## src/rtl/sensor_io_pkg.sv

```systemverilog
// Shared definitions for the sensor I/O bridge: register indices, CTRL bit
// positions and reset values.
package sensor_io_pkg;

    typedef enum logic [2:0] {
        REG_IN_STATE   = 3'd0,
        REG_EDGE       = 3'd1,
        REG_IRQ_EN     = 3'd2,
        REG_PWM_PERIOD = 3'd3,
        REG_PWM_DUTY   = 3'd4,
        REG_TEMP       = 3'd5,
        REG_CTRL       = 3'd6,
        REG_RSVD       = 3'd7
    } reg_idx_e;

    localparam int          CTRL_PWM_EN_BIT = 0;

    localparam logic [31:0] RST_WORD   = 32'h0000_0000;
    localparam logic [31:0] RST_TEMP   = 32'h0000_0000;
    localparam logic        RST_PWM_EN = 1'b0;

endpackage

```

## src/rtl/sensor_io_sync.sv

```systemverilog
// One input channel: SYNC_STAGES-deep synchroniser, plus a stability filter
// when SENSOR_IO_DEBOUNCE_EN is defined.
module sensor_io_sync #(
    parameter int SYNC_STAGES     = 2
`ifdef SENSOR_IO_DEBOUNCE_EN
    ,
    parameter int DEBOUNCE_CYCLES = 16
`endif
) (
    input  logic clock,
    input  logic reset,
    input  logic pin_i,
    output logic level_o
);

    logic [SYNC_STAGES-1:0] sync_q;

    always_ff @(posedge clock) begin
        if (reset) begin
            sync_q <= '0;
        end else begin
            sync_q <= {sync_q[SYNC_STAGES-2:0], pin_i};
        end
    end

`ifdef SENSOR_IO_DEBOUNCE_EN
    localparam int CNT_W = (DEBOUNCE_CYCLES > 1) ? $clog2(DEBOUNCE_CYCLES) : 1;
    localparam logic [CNT_W-1:0] CNT_LOAD = CNT_W'(DEBOUNCE_CYCLES - 1);

    logic             synced;
    logic             level_q;
    logic [CNT_W-1:0] cnt_q;

    assign synced = sync_q[SYNC_STAGES-1];

    // Down-counter restarts whenever the synced value falls back to the
    // accepted level, so only an unbroken run of differing samples is taken.
    always_ff @(posedge clock) begin
        if (reset) begin
            level_q <= 1'b0;
            cnt_q   <= CNT_LOAD;
        end else if (synced == level_q) begin
            cnt_q   <= CNT_LOAD;
        end else if (cnt_q == '0) begin
            level_q <= synced;
            cnt_q   <= CNT_LOAD;
        end else begin
            cnt_q   <= cnt_q - 1'b1;
        end
    end

    assign level_o = level_q;
`else
    assign level_o = sync_q[SYNC_STAGES-1];
`endif

endmodule

```

## src/rtl/sensor_io_bridge.sv

```systemverilog
// Memory-mapped bridge: synced digital inputs with sticky edge/IRQ, a PWM
// output with shadowed period/duty, and a software TEMP register.
// Optional input debounce is enabled by defining SENSOR_IO_DEBOUNCE_EN.
module sensor_io_bridge
    import sensor_io_pkg::*;
#(
    parameter int          NUM_IN          = 8,
    parameter int          PWM_W           = 16,
    parameter int          SYNC_STAGES     = 2,
    parameter logic [11:0] BASE_ADDR       = 12'hF00,
    parameter int          DEBOUNCE_CYCLES = 16
) (
    input  logic              clock,
    input  logic              reset,
    input  logic              wren,
    input  logic [11:0]       address,
    input  logic [31:0]       data,
    output logic [31:0]       q,
    input  logic [NUM_IN-1:0] in_pins,
    output logic              out_pwm,
    output logic [31:0]       temp_out,
    output logic              irq
);

`ifdef SENSOR_IO_DEBOUNCE_EN
    localparam bit DEB_ON = 1'b1;
`else
    localparam bit DEB_ON = 1'b0;
`endif
    localparam int DEB_LAT      = DEB_ON ? DEBOUNCE_CYCLES : 0;
    // Edges stay masked until the synchroniser (and filter) has refilled.
    localparam int GUARD_CYCLES = SYNC_STAGES + 1 + DEB_LAT;
    localparam int GUARD_W      = $clog2(GUARD_CYCLES + 1);
    localparam logic [GUARD_W-1:0] GUARD_LOAD = GUARD_W'(GUARD_CYCLES);

    logic [NUM_IN-1:0]  in_state;
    logic [NUM_IN-1:0]  in_prev_q;
    logic [NUM_IN-1:0]  rise;
    logic [NUM_IN-1:0]  edge_clr;
    logic [NUM_IN-1:0]  edge_q, edge_d;
    logic [NUM_IN-1:0]  irq_en_q, irq_en_d;
    logic [PWM_W-1:0]   per_sh_q, per_sh_d;
    logic [PWM_W-1:0]   duty_sh_q, duty_sh_d;
    logic [PWM_W-1:0]   per_act_q, per_act_d;
    logic [PWM_W-1:0]   duty_act_q, duty_act_d;
    logic [PWM_W-1:0]   cnt_q, cnt_d;
    logic [31:0]        temp_q, temp_d;
    logic               pwm_en_q, pwm_en_d;
    logic [31:0]        q_q, q_d;
    logic               irq_q, irq_d;
    logic [GUARD_W-1:0] guard_q, guard_d;
    logic [31:0]        rd_data;
    logic               sel;
    logic               wr;
    reg_idx_e           idx;

    for (genvar i = 0; i < NUM_IN; i++) begin : g_ch
`ifdef SENSOR_IO_DEBOUNCE_EN
        sensor_io_sync #(
            .SYNC_STAGES    (SYNC_STAGES),
            .DEBOUNCE_CYCLES(DEBOUNCE_CYCLES)
        ) u_sync (
            .clock  (clock),
            .reset  (reset),
            .pin_i  (in_pins[i]),
            .level_o(in_state[i])
        );
`else
        sensor_io_sync #(
            .SYNC_STAGES(SYNC_STAGES)
        ) u_sync (
            .clock  (clock),
            .reset  (reset),
            .pin_i  (in_pins[i]),
            .level_o(in_state[i])
        );
`endif
    end

    assign sel = (address[11:3] == BASE_ADDR[11:3]);
    assign wr  = wren && sel;
    assign idx = reg_idx_e'(address[2:0]);

    always_comb begin
        rd_data = '0;
        case (idx)
            REG_IN_STATE:   rd_data[NUM_IN-1:0] = in_state;
            REG_EDGE:       rd_data[NUM_IN-1:0] = edge_q;
            REG_IRQ_EN:     rd_data[NUM_IN-1:0] = irq_en_q;
            REG_PWM_PERIOD: rd_data[PWM_W-1:0]  = per_sh_q;
            REG_PWM_DUTY:   rd_data[PWM_W-1:0]  = duty_sh_q;
            REG_TEMP:       rd_data             = temp_q;
            REG_CTRL:       rd_data[CTRL_PWM_EN_BIT] = pwm_en_q;
            default:        rd_data = '0;
        endcase
    end

    always_comb begin
        q_d       = sel ? rd_data : '0;
        irq_en_d  = irq_en_q;
        per_sh_d  = per_sh_q;
        duty_sh_d = duty_sh_q;
        temp_d    = temp_q;
        pwm_en_d  = pwm_en_q;
        edge_clr  = '0;
        if (wr) begin
            case (idx)
                REG_EDGE:       edge_clr  = data[NUM_IN-1:0];
                REG_IRQ_EN:     irq_en_d  = data[NUM_IN-1:0];
                REG_PWM_PERIOD: per_sh_d  = data[PWM_W-1:0];
                REG_PWM_DUTY:   duty_sh_d = data[PWM_W-1:0];
                REG_TEMP:       temp_d    = data;
                REG_CTRL:       pwm_en_d  = data[CTRL_PWM_EN_BIT];
                default:        ;
            endcase
        end
    end

    // A fresh rising edge wins over a same-cycle write-one-to-clear.
    always_comb begin
        guard_d = (guard_q == '0) ? '0 : guard_q - 1'b1;
        rise    = (guard_q == '0) ? (in_state & ~in_prev_q) : '0;
        edge_d  = (edge_q & ~edge_clr) | rise;
        irq_d   = |(edge_q & irq_en_q);
    end

    always_comb begin
        cnt_d      = cnt_q;
        per_act_d  = per_act_q;
        duty_act_d = duty_act_q;
        if (!pwm_en_q) begin
            cnt_d      = '0;
            per_act_d  = per_sh_q;
            duty_act_d = duty_sh_q;
        end else if (cnt_q == per_act_q) begin
            cnt_d      = '0;
            per_act_d  = per_sh_q;
            duty_act_d = duty_sh_q;
        end else begin
            cnt_d      = cnt_q + 1'b1;
        end
    end

    always_ff @(posedge clock) begin
        if (reset) begin
            q_q        <= RST_WORD;
            edge_q     <= RST_WORD[NUM_IN-1:0];
            irq_en_q   <= RST_WORD[NUM_IN-1:0];
            in_prev_q  <= RST_WORD[NUM_IN-1:0];
            per_sh_q   <= RST_WORD[PWM_W-1:0];
            duty_sh_q  <= RST_WORD[PWM_W-1:0];
            per_act_q  <= RST_WORD[PWM_W-1:0];
            duty_act_q <= RST_WORD[PWM_W-1:0];
            cnt_q      <= RST_WORD[PWM_W-1:0];
            temp_q     <= RST_TEMP;
            pwm_en_q   <= RST_PWM_EN;
            irq_q      <= 1'b0;
            guard_q    <= GUARD_LOAD;
        end else begin
            q_q        <= q_d;
            edge_q     <= edge_d;
            irq_en_q   <= irq_en_d;
            in_prev_q  <= in_state;
            per_sh_q   <= per_sh_d;
            duty_sh_q  <= duty_sh_d;
            per_act_q  <= per_act_d;
            duty_act_q <= duty_act_d;
            cnt_q      <= cnt_d;
            temp_q     <= temp_d;
            pwm_en_q   <= pwm_en_d;
            irq_q      <= irq_d;
            guard_q    <= guard_d;
        end
    end

    assign q        = q_q;
    assign irq      = irq_q;
    assign temp_out = temp_q;
    assign out_pwm  = pwm_en_q && (per_act_q != '0) && (cnt_q < duty_act_q);

endmodule

```

## config.mk

```make
export PLATFORM = sky130hd
export DESIGN_NAME = sensor_io_bridge
export DESIGN_NICKNAME = d
export VERILOG_FILES = /design/src/rtl/sensor_io_pkg.sv /design/src/rtl/sensor_io_sync.sv /design/src/rtl/sensor_io_bridge.sv
export SDC_FILE = /design/constraint.sdc
export NUM_CORES = 1
export LEC_CHECK = 0
export ABC_AREA = 1
export ABC_CLOCK_PERIOD_IN_PS = 3200
export BUFFER_PORTS_ARGS = -buffer_cell sky130_fd_sc_hd__buf_2
export CORE_ASPECT_RATIO = 0.6
export CORE_UTILIZATION = 35
export DETAILED_ROUTE_END_ITERATION = 7
export PLACE_DENSITY = 0.65
export SLEW_MARGIN = 20
export SYNTH_ARGS = -nofsm -noshare
export SYNTH_HDL_FRONTEND = slang
export SYNTH_SLANG_ARGS = --single-unit
```

## constraint.sdc

```tcl
create_clock -name clock -period 3.2 [get_ports clock]
set_clock_uncertainty 0.15 [all_clocks]
set_input_delay 0.16 -clock clock [delete_from_list [all_inputs] [get_ports clock]]
set_output_delay 0.16 -clock clock [all_outputs]
set_load 0.02 [all_outputs]
```

==> key figures <==
Outcome
  – Run status: finished, final reports clean

Worst setup path
  – Critical Path AT: between 2 and 2.5 ns
  – Largest fanout on the critical path: 7
  – Data required time at the worst endpoint: 2.89 ns
  – Critical Path Sink Type: primary output
  – Setup Crit Path Kind: reg2out
  – Launching element type of the critical path: flip-flop

Pwr
  – Cell Pwr Density: 494 nW/um^2
  – Switching power: 1010 uW
  – Total chip power: roughly 4800 uW
  – Peak supply drop: 400 uV
  – Combinational cell fraction of total power: approximately 3.8%
  – Leakage power figure: 0.00437 uW
  – Switching share of power: 21.1%
  – Clk network pwr share: 46.8%
  – Share of total power in sequential cells: 49.4%
  – Internal Dissipation: 3760 uW

Clock network
  – Clock latency at the later pin of the worst-skew pair: about 0.42 ns
  – Cts bufs inserted: 17
  – Clock-pin slew of the registers on the worst-case setup and hold paths: 0.07 ns
  – H-Tree Level Count: 4
  – Longest Clk Path Bufs: 2
  – Post-CTS repair timing setup buffer count: 0
  – Master cell of the clock root buffer: clkbuf_16
  – CTS tree: built
  – Clock sinks: 188

Logic synthesis
  – Synth top area share: 47.7%
  – Netlist area before placement: between 7000 and 8000 um^2
  – Flip-flop and latch count after synthesis: 188
  – Top post-synthesis cells by area: dfxtp_1 (48%), nor2_1 (12%), nand2_1 (9.0%)
  – Yosys cell types: 36
  – Synthesized instance count: 1082
  – Warning count from the yosys run: 0
  – Per-instance average area after synthesis: roughly 7.3 um^2
  – Share of the yosys chip area belonging to registers: between 40% and 50%
  – Synth area leader: dfxtp_1
  – Syn Nets: 1153

Placed design
  – Placed Instance Area: between 8000 and 9000 um^2
  – Port bufs: 120
  – Dpl hpwl: ~16 mm
  – Final Wtd Congestion: 0.875

GRT
  – Wire length of the first global-routing pass: about 36 mm
  – Number of global-route vias before repair: 6696
  – Aggregate global-route resource usage: roughly a fifth
  – Number of antenna violations at the first check in global routing: 1
  – Pin count of the biggest net entering global routing: 65
  – Overflow left after global routing: 0

Timing
  – Setup Viol. Count Final: 0
  – Remaining max-slew budget at the tightest pin: 53.6%
  – Final number of hold-violating endpoints: 0
  – RSZ-0062 raised after global routing: false
  – Final count of pins violating max slew: 0
  – Upper clock frequency limit: 425 MHz
  – Slew at the pin with the worst max-slew slack: 0.694 ns
  – Minimum clock period after layout: approximately 2.4 ns
  – Part of the cycle the worst path needs: 73.4%
  – Summed negative setup slack over all endpoints: 0 ns

Floorplanning
  – Starting density of the core: 35.7%
  – Die area: between 20000 and 25000 um^2
  – I/O pin count: 121
  – Row Count: 42
  – DIE WIDTH: 196 um
  – Floorplan Core Area: 22100 um^2
  – Floorplan die height: 118 um

Cells and area
  – FILL cells: 2202
  – Nets@finish: ~1300
  – Area growth syn-to-layout: 22.6%
  – Number of diodes: 0
  – Sequential Area: 3760 um^2
  – Leading cell type in the layout, fill and taps excluded: nor2_1
  – Fraction of layout instances using a drive strength above 1: between 15 and 20%
  – Final instance area: between 9000 and 10000 um^2
  – Multi-input gate area in the final layout: ~3400 um^2
  – Layout Utilization: between 40% and 50%
  – Top library cells by usage in the layout, fill and taps aside: nor2_1 (255), nand2_1 (188), dfxtp_1 (187)

Detailed routing
  – Pre-antenna DRT Iters: 5
  – DRT antenna net count: 0
  – Per-cell via count in the routed design: about 4.8
  – Number of remaining DRC errors: 0
  – Per-cell routed wire length: 14.4 um
  – Initial detailed-routing violation count: 592
  – Vias after detailed routing: around 7300
  – Final Routed Wirelength: between 20 and 25 mm

Job
  – Max capacitance violation total: 0

Worst hold path
  – Hold/Removal Path Class: in2reg
## timing repair
| action | 4_1_cts | 5_1_grt |
|---|---|---|
| hold endpoints to repair | 90 | 0 |
| hold buffers | 42 | 0 |
| endpoints found under the setup margin | 0 | 0 |
| gates resized for setup | 0 | 0 |
## cell usage after synthesis
| master | count |
|---|---|
| a211oi_1 | 1 |
| a21boi_0 | 1 |
| a21oi_1 | 43 |
| a221oi_1 | 1 |
| a22o_1 | 3 |
| a22oi_1 | 1 |
| a31oi_1 | 9 |
| buf_1 | 6 |
| buf_2 | 11 |
| buf_4 | 3 |
| buf_6 | 9 |
| clkbuf_1 | 17 |
| clkinv_1 | 1 |
| clkinv_2 | 1 |
| dfxtp_1 | 188 |
| ha_1 | 16 |
| inv_1 | 104 |
| inv_2 | 12 |
| nand2_1 | 189 |
| nand2_4 | 2 |
| nand3_1 | 64 |
| nand3b_1 | 9 |
| nand4_1 | 15 |
| nor2_1 | 255 |
| nor2_2 | 13 |
| nor2_4 | 2 |
| nor2_8 | 1 |
| nor3_1 | 3 |
| nor3_2 | 1 |
| nor3_4 | 1 |
| o211ai_1 | 1 |
| o21ai_0 | 72 |
| o21ai_1 | 14 |
| or2_2 | 1 |
| xnor2_1 | 1 |
| xor2_1 | 11 |
## layer usage
layer,up-vias,global-route usage [%],part of all wire (%)
li1,3684,-,-
met1,3304,29.3,51
met2,275,27.1,39
met3,16,5.48,9.2
met4,0,4.00,0.83
met5,-,0,0
## logic make-up (layout without fill, tap and decap cells)
kind of cell	count (synthesis)	in the layout	synth area share, %
AO/OA/AOI/OAI	146	146	9.72
AND/OR/NAND/NOR	556	556	29.7
buffers and inverters	164	318	8.99
adder cells (fa/ha/maj)	16	16	2.54
flip-flops	188	188	47.7
XOR/XNOR	12	12	1.33
## layout make-up
| class | count | area share (%) |
|---|---|---|
| tap | 286 | 3.70 |
| multi-input combinational | 730 | 35.3 |
| inverter | 118 | 4.59 |
| timing repair buffer | 168 | 11.0 |
| sequential | 188 | 38.9 |
| clock buffer | 22 | 4.70 |
| clock inverter | 10 | 1.70 |
## metrics by stage
| step | hold WS, ns | instances | setup slack (ns) |
|---|---|---|---|
| final | 0.0191 | 1522 | 0.850 |
| after global routing | 0.0460 | 1522 | 0.645 |
| after CTS | 0.0161 | 1522 | 0.832 |
| after detailed placement | 0.219 | 1448 | 0.920 |
| after global placement | 0.213 | 1448 | 0.975 |
| after floorplan | 0.117 | 1082 | 1.61 |
## worst max-delay path: stages (launching register included)
cell and delay, ns:
dfxtp_1 0.48, ha_1 0.30, nand2_1 0.09, nor2_1 0.05, a211oi_1 0.16, nand2_1 0.16, nand2_1 0.09, nand2_1 0.07
inv_1 0.06, buf_2 0.15
## power groups by stage
stage          Combinational, uW  Sequential, uW  Clock [uW]
6_report                     181            2360        2230
2_1_floorplan               69.7            2410           0
3_5_place_dp                 141            2410           0
4_1_cts                      179            2360        2270
5_1_grt                      199            2360        2360
3_3_place_gp                 140            2410           0
## path summary, 6_finish.rpt
| path | start | endpoint | slack (ns) | cells after the start |
|---|---|---|---|---|
| setup / recovery | cnt_q[7]$_SDFF_PP0_ | out_pwm | 0.85 | 9 |
| hold / removal | reset | g_ch[5].u_sync.sync_q[1]$_SDFF_PP0_ | 0.02 | 2 |
| setup reg to reg | cnt_q[10]$_SDFF_PP0_ | cnt_q[11]$_SDFF_PP0_ | 0.99 | 9 |
| hold reg to reg | g_ch[5].u_sync.sync_q[0]$_SDFF_PP0_ | g_ch[5].u_sync.sync_q[1]$_SDFF_PP0_ | 0.24 | 2 |
## flip-flops by register name, summed over array words and instances, names as in the netlist
name,cells
in_prev_q,8
duty_act_q,16
duty_sh_q,16
irq,1
guard_q,2
edge_q,8
irq_en_q,8
q,32
temp_out,32
per_sh_q,16
per_act_q,16
pwm_en_q,1
g_ch.u_sync.sync_q,16
cnt_q,16
Note: power is estimated with default switching activity, not from simulation.
